$ cat src/rtl/riscv_pkg.sv
// rtl/riscv_pkg.sv - shared core constants and fetch state encoding
// Purpose: common widths, instruction size, default reset PC and the fetch
//          stage state type used by the RISC-V core front end.
// Ports:   none (package)
package riscv_pkg;

  localparam int XLEN        = 32;
  localparam int INSTR_BYTES = 4;

  localparam logic [XLEN-1:0] DEFAULT_RESET_PC = 32'h0000_0000;

  typedef enum logic {
    RUN   = 1'b0,
    FAULT = 1'b1
  } fetch_state_t;

endpackage

$ cat src/rtl/instr_fetch.sv
// rtl/instr_fetch.sv - instruction fetch stage with redirect and fault trapping
// Purpose: owns the PC, drives the word-aligned fetch address into a zero-latency
//          program memory, registers the fetched word with its PC and hands it to
//          decode over a valid/ready handshake. Illegal redirects and running off
//          the end of program memory trap into a sticky FAULT state.
// Ports:
//   clk            in   1     rising-edge clock
//   rst            in   1     synchronous active-high reset
//   imem_addr      out  XLEN  fetch byte address (current PC)
//   imem_data      in   XLEN  instruction word at imem_addr (combinational)
//   redirect_valid in   1     execute requests a PC change
//   redirect_pc    in   XLEN  redirect target byte address
//   out_valid      out  1     out_instr/out_pc hold a fetched instruction
//   out_ready      in   1     decode accepts the output
//   out_instr      out  XLEN  fetched instruction word
//   out_pc         out  XLEN  byte address of out_instr
//   fault          out  1     sticky misaligned / out-of-range fetch flag
//   fetch_count    out  32    completed output transfers (wraps)
module instr_fetch
  import riscv_pkg::*;
#(
  parameter logic [XLEN-1:0] RESET_PC = DEFAULT_RESET_PC,
  parameter int              MEM_SIZE = 256
) (
  input  logic            clk,
  input  logic            rst,
  output logic [XLEN-1:0] imem_addr,
  input  logic [XLEN-1:0] imem_data,
  input  logic            redirect_valid,
  input  logic [XLEN-1:0] redirect_pc,
  output logic            out_valid,
  input  logic            out_ready,
  output logic [XLEN-1:0] out_instr,
  output logic [XLEN-1:0] out_pc,
  output logic            fault,
  output logic [31:0]     fetch_count
);

  // One bit wider than the PC so the limit stays exact even if the memory
  // spans the whole address space.
  localparam logic [XLEN:0] PC_LIMIT =
    (XLEN+1)'(MEM_SIZE) * (XLEN+1)'(INSTR_BYTES);

  fetch_state_t    state;
  logic [XLEN-1:0] pc_q;

  logic redirect_illegal;
  logic pc_out_of_range;
  logic load;
  logic transfer;

  assign imem_addr = pc_q;

  assign redirect_illegal = (redirect_pc[1:0] != 2'b00) ||
                            ({1'b0, redirect_pc} >= PC_LIMIT);
  assign pc_out_of_range  = ({1'b0, pc_q} >= PC_LIMIT);

  // load never looks at anything but registered state and out_ready feeding
  // a register, so there is no combinational ready->valid path.
  assign load     = !out_valid || out_ready;
  assign transfer = out_valid && out_ready;

  always_ff @(posedge clk) begin
    if (rst) begin
      state       <= RUN;
      pc_q        <= RESET_PC;
      out_valid   <= 1'b0;
      out_instr   <= '0;
      out_pc      <= '0;
      fault       <= 1'b0;
      fetch_count <= '0;
    end else begin
      // A transfer completes on this edge even if a redirect flushes the
      // register at the same time. In FAULT out_valid is low, so the counter
      // is naturally frozen there.
      if (transfer) begin
        fetch_count <= fetch_count + 32'd1;
      end

      if (state == RUN) begin
        if (redirect_valid && redirect_illegal) begin
          // pc_q keeps the last legal fetch address for post-mortem.
          state     <= FAULT;
          fault     <= 1'b1;
          out_valid <= 1'b0;
        end else if (redirect_valid) begin
          // Flush: imem_data still belongs to the old path, so nothing is
          // captured; the target word is fetched next cycle.
          pc_q      <= redirect_pc;
          out_valid <= 1'b0;
        end else if (pc_out_of_range) begin
          // Takes precedence over a stall, so a pending output is dropped.
          state     <= FAULT;
          fault     <= 1'b1;
          out_valid <= 1'b0;
        end else if (load) begin
          out_valid <= 1'b1;
          out_instr <= imem_data;
          out_pc    <= pc_q;
          pc_q      <= pc_q + XLEN'(INSTR_BYTES);
        end
      end
    end
  end

endmodule

$ cat config.mk
export PLATFORM = sky130hd
export DESIGN_NAME = instr_fetch
export DESIGN_NICKNAME = d
export VERILOG_FILES = /design/src/rtl/riscv_pkg.sv /design/src/rtl/instr_fetch.sv
export SDC_FILE = /design/constraint.sdc
export NUM_CORES = 1
export LEC_CHECK = 0
export ABC_CLOCK_PERIOD_IN_PS = 1900
export BUFFER_PORTS_ARGS = -buffer_cell sky130_fd_sc_hd__buf_2
export CAP_MARGIN = 20
export CORE_UTILIZATION = 43
export CTS_CLUSTER_SIZE = 20
export DETAILED_ROUTE_END_ITERATION = 8
export PLACE_DENSITY = 0.75
export SETUP_SLACK_MARGIN = 0.3
export SLEW_MARGIN = 5
export SYNTH_ARGS = -nofsm -noshare
export SYNTH_HDL_FRONTEND = slang
export SYNTH_SLANG_ARGS = --single-unit
export TNS_END_PERCENT = 50
$ cat constraint.sdc
create_clock -name clk -period 1.9 [get_ports clk]
set_clock_uncertainty 0.15 [all_clocks]
set_input_delay 0.38 -clock clk [delete_from_list [all_inputs] [get_ports clk]]
set_output_delay 0.38 -clock clk [all_outputs]
set_load 0.005 [all_outputs]
==> results of run 1 <==
-- power by group --
part	internal, mW	switching, mW	total, mW
sequential	2.82	0.0495	2.87
clock	1.71	1.05	2.76
combinational	0.331	0.340	0.671
total	4.86	1.44	6.30
-- flip-flops by register name, summed over array words and instances (netlist names) --
register     count
imem_addr       32
out_pc          32
state            1
fault            1
fetch_count     32
out_valid        1
out_instr       32
-- kinds of logic (layout without fill, tap and decap cells) --
group                    count (synthesis)  count (layout)  share of synthesized area
AO/OA/AOI/OAI                           79              79                    0.08848
adder cells (fa/ha/maj)                  3               3                   0.007650
XOR/XNOR                                28              28                    0.04998
AND/OR/NAND/NOR                        275             278                     0.2856
buffers and inverters                   33             301                    0.02779
multiplexers                             3               3                   0.006120
flip-flops                             131             131                     0.5344
-- final cells by class --
type                            instances  area (um^2)
Sequential cell                       131         2646
Clock buffer                           24        481.7
Multi-Input combinational cell        391         2466
Tap cell                              140        175.2
Inverter                                4        15.01
Timing Repair Buffer                  272         1692
Fill cell                             867         3502
Clock inverter                          1        5.005
-- metal layers --
layer	global-route usage	vias up	share of wire
li1	-	2377	-
met1	0.2441	2274	0.40
met2	0.3951	163	0.50
met3	0.07651	29	0.067
met4	0.1110	0	0.025
met5	0	-	0
-- what timing repair did --
item	in CTS	in global routing
cloned	2	8
endpoints found under the hold margin	0	0
pin swaps	29	23
buffers inserted	2	6
endpoints found under the setup margin	116	124
resized for setup	34	65
-- tightest hold or removal path, stage by stage --
cell and delay [ps]:
buf_2 90, nand2_1 50, a21oi_1 50
-- through the flow --
stage	setup WS, ps	std cells	util
final	-106.1	963	0.6811
after detailed placement	-233.7	920	0.5869
after CTS	-69.12	949	0.6442
after global routing	-190.2	963	0.6811
after floorplan	63.88	552	-
after global placement	-186.8	920	0.5869
-- Yosys cell counts, types with 3 or more instances --
cell type,count
nor4_2,5
mux2i_1,3
nand3_1,15
ha_1,3
o21a_1,4
nor2_1,47
nor3_1,10
inv_1,4
buf_2,10
nand2_1,107
xnor2_1,7
and3_1,5
o21ai_0,9
xor2_1,21
nor4_1,7
and4_1,3
clkbuf_1,18
dfxtp_1,131
or3_1,6
a21oi_1,54
a31oi_1,4
nor2b_1,3
nand4_1,7
and2_1,45
-- path summary, 6_finish.rpt --
kind	from	to	slack [ps]
max	imem_addr[30]	out_instr[30]	-110
min reg2reg	out_pc[27]	out_pc[27]	300
min	imem_data[7]	out_instr[7]	70
max reg2reg	imem_addr[30]	out_instr[30]	-110
==> impl_metrics.toml, run 1 <==
[setup_path]
crit_slowest_cell = "dfxtp_2"
crit_path_end_kind = "register"
cp_num_cells = 8
critPathTopFamily = "simple AND/OR/NAND/NOR gates"
cp_slowest_stage_delay_ps = 330
crit_required_ps = 1990
rr_worst_depth = 8
path_cells = "nor4_4 > nand4_2 > buf_6 > nor3_4 > nand2b_4 > buf_12 > nand2_1 > a21oi_1"
cp_max_fo = 22
start_kind = "register"
critPathKind = "reg2reg"
worst-path-buf-inv = 2
arrival_ps = 2100

[route]
vias = 4843
drc = 0
ant_nets = 0
first_pass_iters = 4
via_per_inst = 5.029
wl_per_cell_um = 14.90
wirelength_um = 14350
detail_route.iter0.violations = 223

[clock_network]
htreeDepth = 4
clock_sinks = 131
hold_buffers = 0
clkLatencyLatePin_ps = 410
cts_buffer_depth = 2
root_buffer = "clkbuf_16"
cts_made_buffers = 17
cts.clk_slew.worst_paths_ps = 50
cts_tree = "yes"

[logic_synthesis]
synth_top_area_cell = "dfxtp_1"
synth_area_um2 = 4907
synth-main-ff-cell = "dfxtp_1"
ys_ff_latch = 131
synth.yosys.seq_area_share = 0.5344
yosys-top-cells-area = "dfxtp_1, nand2_1, and2_1, a21oi_1, xor2_1"
postSynthAreaPerCell_um2 = 8.890
syn-num-nets = 623
synth-edff-count = 0
synth_cell_type_count = 44
async_flop_share = 0
synth_top_area_frac = 0.5344
ys_warn_count = 0
synthesis.instances = 552

[finish]
drive_gt1_frac = 0.4642
final_common_cell = "buf_2"
antennaDiodeCount = 0
final_cell_mix = "buf_2, dfxtp_1, nand2_1, buf_4, a21oi_1"
area_delta_synth_final_pct = 52.45
nets = 888
stdcell_area_um2 = 7481

[power]
finalPower_mw = 6.304
p_per_area_nw_per_um2 = 842.7
p_leak_nw = 3.461
ir_drop_v = 0.0006225

[die]
die_w_um = 108.8
dieArea_um2 = 11840
die_h_um = 108.8
coreArea_um2 = 10980
rows = 38
start_util = 0.4468
ios = 198

[timing]
setup_tns_ps = -3703
fin_crit_ps = 2006
finalCritPeriodShare = 1.056
hold_viol = 0
clock.fmax_ghz = 0.4985
rsz0062_at_grt = "yes"
setup_violations = 65
holdWs_ps = 65.89
tightest_slew_ps = 907.9
slew_headroom = 0.3947
slew_violations = 0
worst_slack_ps = -106.1

[placement]
portBuffers = 197
place_congestion = 0.7710
placed_area_um2 = 6446
post-dp-hpwl_um = 9260

[global_routing]
antenna_found_initial = 0
grt_pass1_wl_um = 20590
grt_max_degree = 86
globalRouteTotalUtil = 0.2263
grt-ovfl-total = 0
grt_pass1_vias = 4527

[status]
violations = "negative setup slack"
status = "finished, violations left"

[worst_hold_path]
whs_path_depth = 3
hp-class = "in2reg"

[run]
maxCapViolations = 0
Power figures use the tool's default switching activity.
==> run 2: changes to the inputs <==
--- a/config.mk
+++ b/config.mk
@@ -5,13 +5,14 @@
 export SDC_FILE = /design/constraint.sdc
 export NUM_CORES = 1
 export LEC_CHECK = 0
+export ABC_AREA = 1
 export ABC_CLOCK_PERIOD_IN_PS = 1900
 export BUFFER_PORTS_ARGS = -buffer_cell sky130_fd_sc_hd__buf_2
 export CAP_MARGIN = 20
-export CORE_UTILIZATION = 43
+export CORE_UTILIZATION = 45
 export CTS_CLUSTER_SIZE = 20
 export DETAILED_ROUTE_END_ITERATION = 8
-export PLACE_DENSITY = 0.75
+export PLACE_DENSITY = 0.76
 export SETUP_SLACK_MARGIN = 0.3
 export SLEW_MARGIN = 5
 export SYNTH_ARGS = -nofsm -noshare
==> impl_metrics.toml, run 2 <==
[status]
status = "completed"

[timing]
worst_slack_ps = 56.55
finalCritPeriodShare = 0.9702
slew_headroom = 0.7559
setup_violations = 0
fin_crit_ps = 1843
clock.fmax_ghz = 0.5425
hold_viol = 0
setup_tns_ps = 0
tightest_slew_ps = 365.7
rsz0062_at_grt = "yes"
slew_violations = 0
holdWs_ps = 45.22

[clock_network]
cts.clk_slew.worst_paths_ps = 50
root_buffer = "clkbuf_16"
clock_sinks = 131
cts_made_buffers = 17
cts_tree = "yes"
clkLatencyLatePin_ps = 420
cts_buffer_depth = 2
htreeDepth = 4
hold_buffers = 0

[finish]
final_cell_mix = "nor2_1, buf_2, nand2_1, dfxtp_1, inv_1"
instances_no_fill = 1174
stdcell_area_um2 = 7840
nets = 1087
drive_gt1_frac = 0.3070
seq_area_um2 = 2644
multi_input_area_um2 = 2689
n_fill_cell = 1048
area_delta_synth_final_pct = 42.25
final_common_cell = "nor2_1"

[placement]
post-dp-hpwl_um = 10420
portBuffers = 197
place_congestion = 0.8575
place_ws_ps = 7.732
placed_area_um2 = 6751
place_inst = 1116

[run]
maxCapViolations = 0

[die]
coreArea_um2 = 11960
dieArea_um2 = 12690
ios = 198
die_h_um = 112.7
die_w_um = 112.7
rows = 40
start_util = 0.4608

[logic_synthesis]
yosys.cell_count.top_type = "nor2_1"
synth-edff-count = 0
ys_warn_count = 0
synth.yosys.seq_area_share = 0.4758
ys_top_cells_by_count = "nor2_1, nand2_1, dfxtp_1"
synth_area_um2 = 5512
syn-num-nets = 853
synth-main-ff-cell = "dfxtp_1"
yosys-top-cells-area = "dfxtp_1, nor2_1, nand2_1, o21ai_0, inv_1"
synth_cell_type_count = 32
async_flop_share = 0
synthesis.instances = 782
postSynthAreaPerCell_um2 = 7.048
ys_ff_latch = 131
synth_top_area_frac = 0.4758
synth_top_area_cell = "dfxtp_1"

[global_routing]
globalRouteTotalUtil = 0.2437
grt_pass1_wl_um = 24420
antenna_found_initial = 1
grt_pass1_vias = 5189
grt-ovfl-total = 0
grt_max_degree = 61

[setup_path]
arrival_ps = 2000
cp_max_fo = 10
crit_path_end_kind = "register"
start_kind = "register"
critPathKind = "reg2reg"
crit_required_ps = 2060

[route]
wirelength_um = 15550
wl_per_cell_um = 13.24
ant_nets = 0
first_pass_iters = 5
vias = 5773
detail_route.iter0.violations = 361
via_per_inst = 4.917
drc = 0

[power]
ir_drop_v = 0.0005281
p_per_area_nw_per_um2 = 873.6
p_leak_nw = 3.669

[worst_hold_path]
hp-class = "in2reg"
==> run 2: cell count changes after synthesis, moves of 7 or more <==
cell / previous run / this run
nand2_1: 107 / 187
nor3_1: 10 / 1
inv_1: 4 / 46
a21oi_1: 54 / 26
xor2_1: 21 / 4
nand3b_1: 0 / 9
nor3b_1: 0 / 13
nor2_1: 47 / 226
and2_1: 45 / 0
buf_6: 0 / 7
o21ai_0: 9 / 56
==> run 2: logic make-up (layout without fill, tap and decap cells) <==
| group | Yosys count | after routing | share of synthesized area |
|---|---|---|---|
| adders and majority gates | 3 | 3 | 0.006811 |
| AOI/OAI and AO/OA | 88 | 88 | 0.08263 |
| and+or+nand+nor | 473 | 476 | 0.3562 |
| other | 0 | 1 | 0 |
| xor gates and xnor gates | 7 | 7 | 0.01112 |
| muxes | 1 | 1 | 0.001816 |
| buffers and inverters | 79 | 320 | 0.06561 |
| DFF | 131 | 131 | 0.4758 |
==> run 2: repair_timing <==
item | CTS | global route
buffers inserted | 11 | 5
setup endpoints to repair | 97 | 112
cloned | 4 | 8
resized for setup | 39 | 27
pin swaps | 9 | 12
==> run 2: layout make-up <==
cell class,count,area share
Antenna cell,1,0.0003192
Clock buffer,25,0.06447
Clock inverter,4,0.009097
Inverter,48,0.02601
Multi-Input combinational cell,575,0.3430
Sequential cell,131,0.3372
Tap cell,147,0.02346
Timing Repair Buffer,243,0.1965
==> run 2: path summary, 6_finish.rpt <==
check / start / end / slack, ps / cells past startpoint
worst max register to register: imem_addr[30] / out_pc[1] / 60 / 10
worst min register to register: out_pc[22] / out_pc[22] / 280 / 2
worst min-delay path: imem_data[1] / out_instr[1] / 50 / 3
worst max-delay path: imem_addr[30] / out_pc[1] / 60 / 10
==> run 2: per-stage QoR <==
stage	util	total power, mW
final	0.6554	6.849
after floorplan	-	3.299
after global routing	0.6554	7.106
after detailed placement	0.5644	3.562
after CTS	0.6336	6.818
after global placement	0.5644	3.549
==> run 2: power by group <==
part | internal, mW | leakage (nW) | switching (mW)
registers | 2.85 | 1.07 | 0.0649
clock network | 2.08 | 0.286 | 1.11
logic | 0.359 | 2.31 | 0.383
total | 5.29 | 3.67 | 1.56
==> run 2: critical path: stages, from the launching register on <==
cell and delay [ps]:
dfxtp_2 320, nor2_2 130, nand2_1 80, nor2_1 90, nand2_1 90, nor2_4 180, nand3_4 120, buf_12 170
buf_12 140, o21ai_0 190, nor2_1 60
==> run 2: layer usage <==
metal  global-route usage  wire [um]
met5                    0          0
met3              0.06317        829
met2               0.4033       7447
met4               0.1289        516
met1               0.2905       6753
==> run 3: changes to the inputs <==
--- a/config.mk
+++ b/config.mk
@@ -9,10 +9,12 @@
 export ABC_CLOCK_PERIOD_IN_PS = 1900
 export BUFFER_PORTS_ARGS = -buffer_cell sky130_fd_sc_hd__buf_2
 export CAP_MARGIN = 20
-export CORE_UTILIZATION = 45
+export CELL_PAD_IN_SITES_DETAIL_PLACEMENT = 1
+export CELL_PAD_IN_SITES_GLOBAL_PLACEMENT = 1
+export CORE_UTILIZATION = 31
 export CTS_CLUSTER_SIZE = 20
 export DETAILED_ROUTE_END_ITERATION = 8
-export PLACE_DENSITY = 0.76
+export PLACE_DENSITY_LB_ADDON = 0.1
 export SETUP_SLACK_MARGIN = 0.3
 export SLEW_MARGIN = 5
 export SYNTH_ARGS = -nofsm -noshare
==> impl_metrics.toml, run 3 (synthesis gave the netlist of run 2 again) <==
[power]
p_int_mw = 5.434
p_leak_nw = 3.687
ir_drop_v = 0.0006429
pwr-share-clk = 0.488
combPwrFrac = 0.104
p_per_area_nw_per_um2 = 880.8
p_switching_mw = 1.705
swShare = 0.2389
seqPwrFrac = 0.409

[placement]
place_inst = 1199
place_congestion = 0.7875
place_ws_ps = -20.14
portBuffers = 197
post-dp-hpwl_um = 12490

[setup_path]
crit_start = "imem_addr[22]"
start_kind = "register"
r2r_start = "imem_addr[22]"
cp_max_fo = 12
path_cells = "nor2_1 > nand2_1 > nor2_1 > nand2_1 > nor2_4 > buf_6 > nand3_4 > buf_12 > nand2_4 > nor3b_1"
rr_worst_depth = 10
crit_slowest_cell = "dfxtp_1"
critPathKind = "reg2reg"
crit_required_ps = 2040
arrival_ps = 1890
cp_slowest_stage_delay_ps = 330
crit_path_end_kind = "register"

[clock_network]
hold_buffers = 0
cts.clk_slew.worst_paths_ps = 60
clkLatencyLatePin_ps = 420
root_buffer = "clkbuf_16"
cts_buffer_depth = 2
clock_sinks = 131
cts_made_buffers = 17
htreeDepth = 4
cts_tree = "yes"

[timing]
fin_crit_ps = 1743
rsz0062_at_grt = "yes"
slew_violations = 0
worst_slack_ps = 157.3
hold_viol = 0
tightest_slew_ps = 418.8
setup_violations = 0
clock.fmax_ghz = 0.5738
finalCritPeriodShare = 0.9172
holdWs_ps = 46.38
slew_headroom = 0.7205

[finish]
seq_area_um2 = 2664
final_common_cell = "nor2_1"
instances_no_fill = 1252
multi_input_area_um2 = 2838
nets = 1085
drive_gt1_frac = 0.3606
n_fill_cell = 2242
fin_util = 0.4670
area_delta_synth_final_pct = 47.06
final_cell_mix = "nor2_1, buf_2, nand2_1, dfxtp_1, inv_1"

[die]
dieArea_um2 = 18320
die_w_um = 135.3
die_h_um = 135.3
coreArea_um2 = 17360
start_util = 0.3175
ios = 198
rows = 48

[global_routing]
antenna_found_initial = 1
globalRouteTotalUtil = 0.2017
grt_pass1_wl_um = 28590
grt-ovfl-total = 0
grt_pass1_vias = 5643
grt_max_degree = 41

[route]
drc = 0
via_per_inst = 4.582
wl_per_cell_um = 14.37
ant_nets = 0
vias = 5737
first_pass_iters = 4
wirelength_um = 17990
detail_route.iter0.violations = 204

[worst_hold_path]
hp-class = "in2reg"
whs_path_depth = 3
worstHoldStart = "imem_data[17]"

[run]
maxCapViolations = 0

[status]
status = "completed"
[run 3: worst paths after layout]
path | endpoint | slack [ps]
hold / removal | out_instr[17] | 50
setup reg to reg | imem_addr[26] | 160
setup / recovery | imem_addr[26] | 160
hold reg to reg | out_pc[16] | 280
[run 3: area by class of cell]
class                      instances  share of cell area
clock inverter                     8             0.01497
clock buffer                      23             0.06159
multi-input combinational        575              0.3501
antenna                            1           0.0003087
sequential                       131              0.3287
timing repair buffer             241              0.1849
inverter                          48             0.02470
tap                              225             0.03473
[run 3: worst max-delay path, delay by kind of cell (launching register included)]
family,cells,cell delay (ps)
buffers and inverters,2,310
and+or+nand+nor,8,840
DFF,1,330
[run 3: timing repair]
item | 4_1_cts | 5_1_grt
endpoints found under the hold margin | 0 | 0
gates resized for setup | 82 | 68
endpoints found under the setup margin | 108 | 130
setup buffers | 14 | 1
pin swaps | 8 | 6
cloned | 5 | 1
[run 3: power groups by stage]
stage / sequential (mW) / clock (mW) / combinational [mW]
after floorplan: 2.98 / 0 / 0.319
after global placement: 2.97 / 0 / 0.592
after detailed placement: 2.98 / 0 / 0.599
after CTS: 2.92 / 3.56 / 0.731
after global routing: 2.93 / 3.71 / 0.826
final: 2.92 / 3.48 / 0.742
[run 3: layer usage]
metal | track usage | wire length (um) | vias to the layer above
met5 | 0 | 0 | -
met4 | 0.06742 | 256 | 0
met3 | 0.07108 | 1175 | 23
met2 | 0.3333 | 8511 | 144
met1 | 0.2422 | 8045 | 2646
li1 | - | - | 2924
[run 3: metrics by stage]
stage / setup TNS [ps] / power (mW) / instance area, um^2
floorplan: 0 / 3.299 / 5555
global placement: 0 / 3.567 / 6862
detailed placement: -109.6 / 3.575 / 6862
CTS: 0 / 7.207 / 7889
global route: 0 / 7.462 / 8105
finish: 0 / 7.139 / 8105
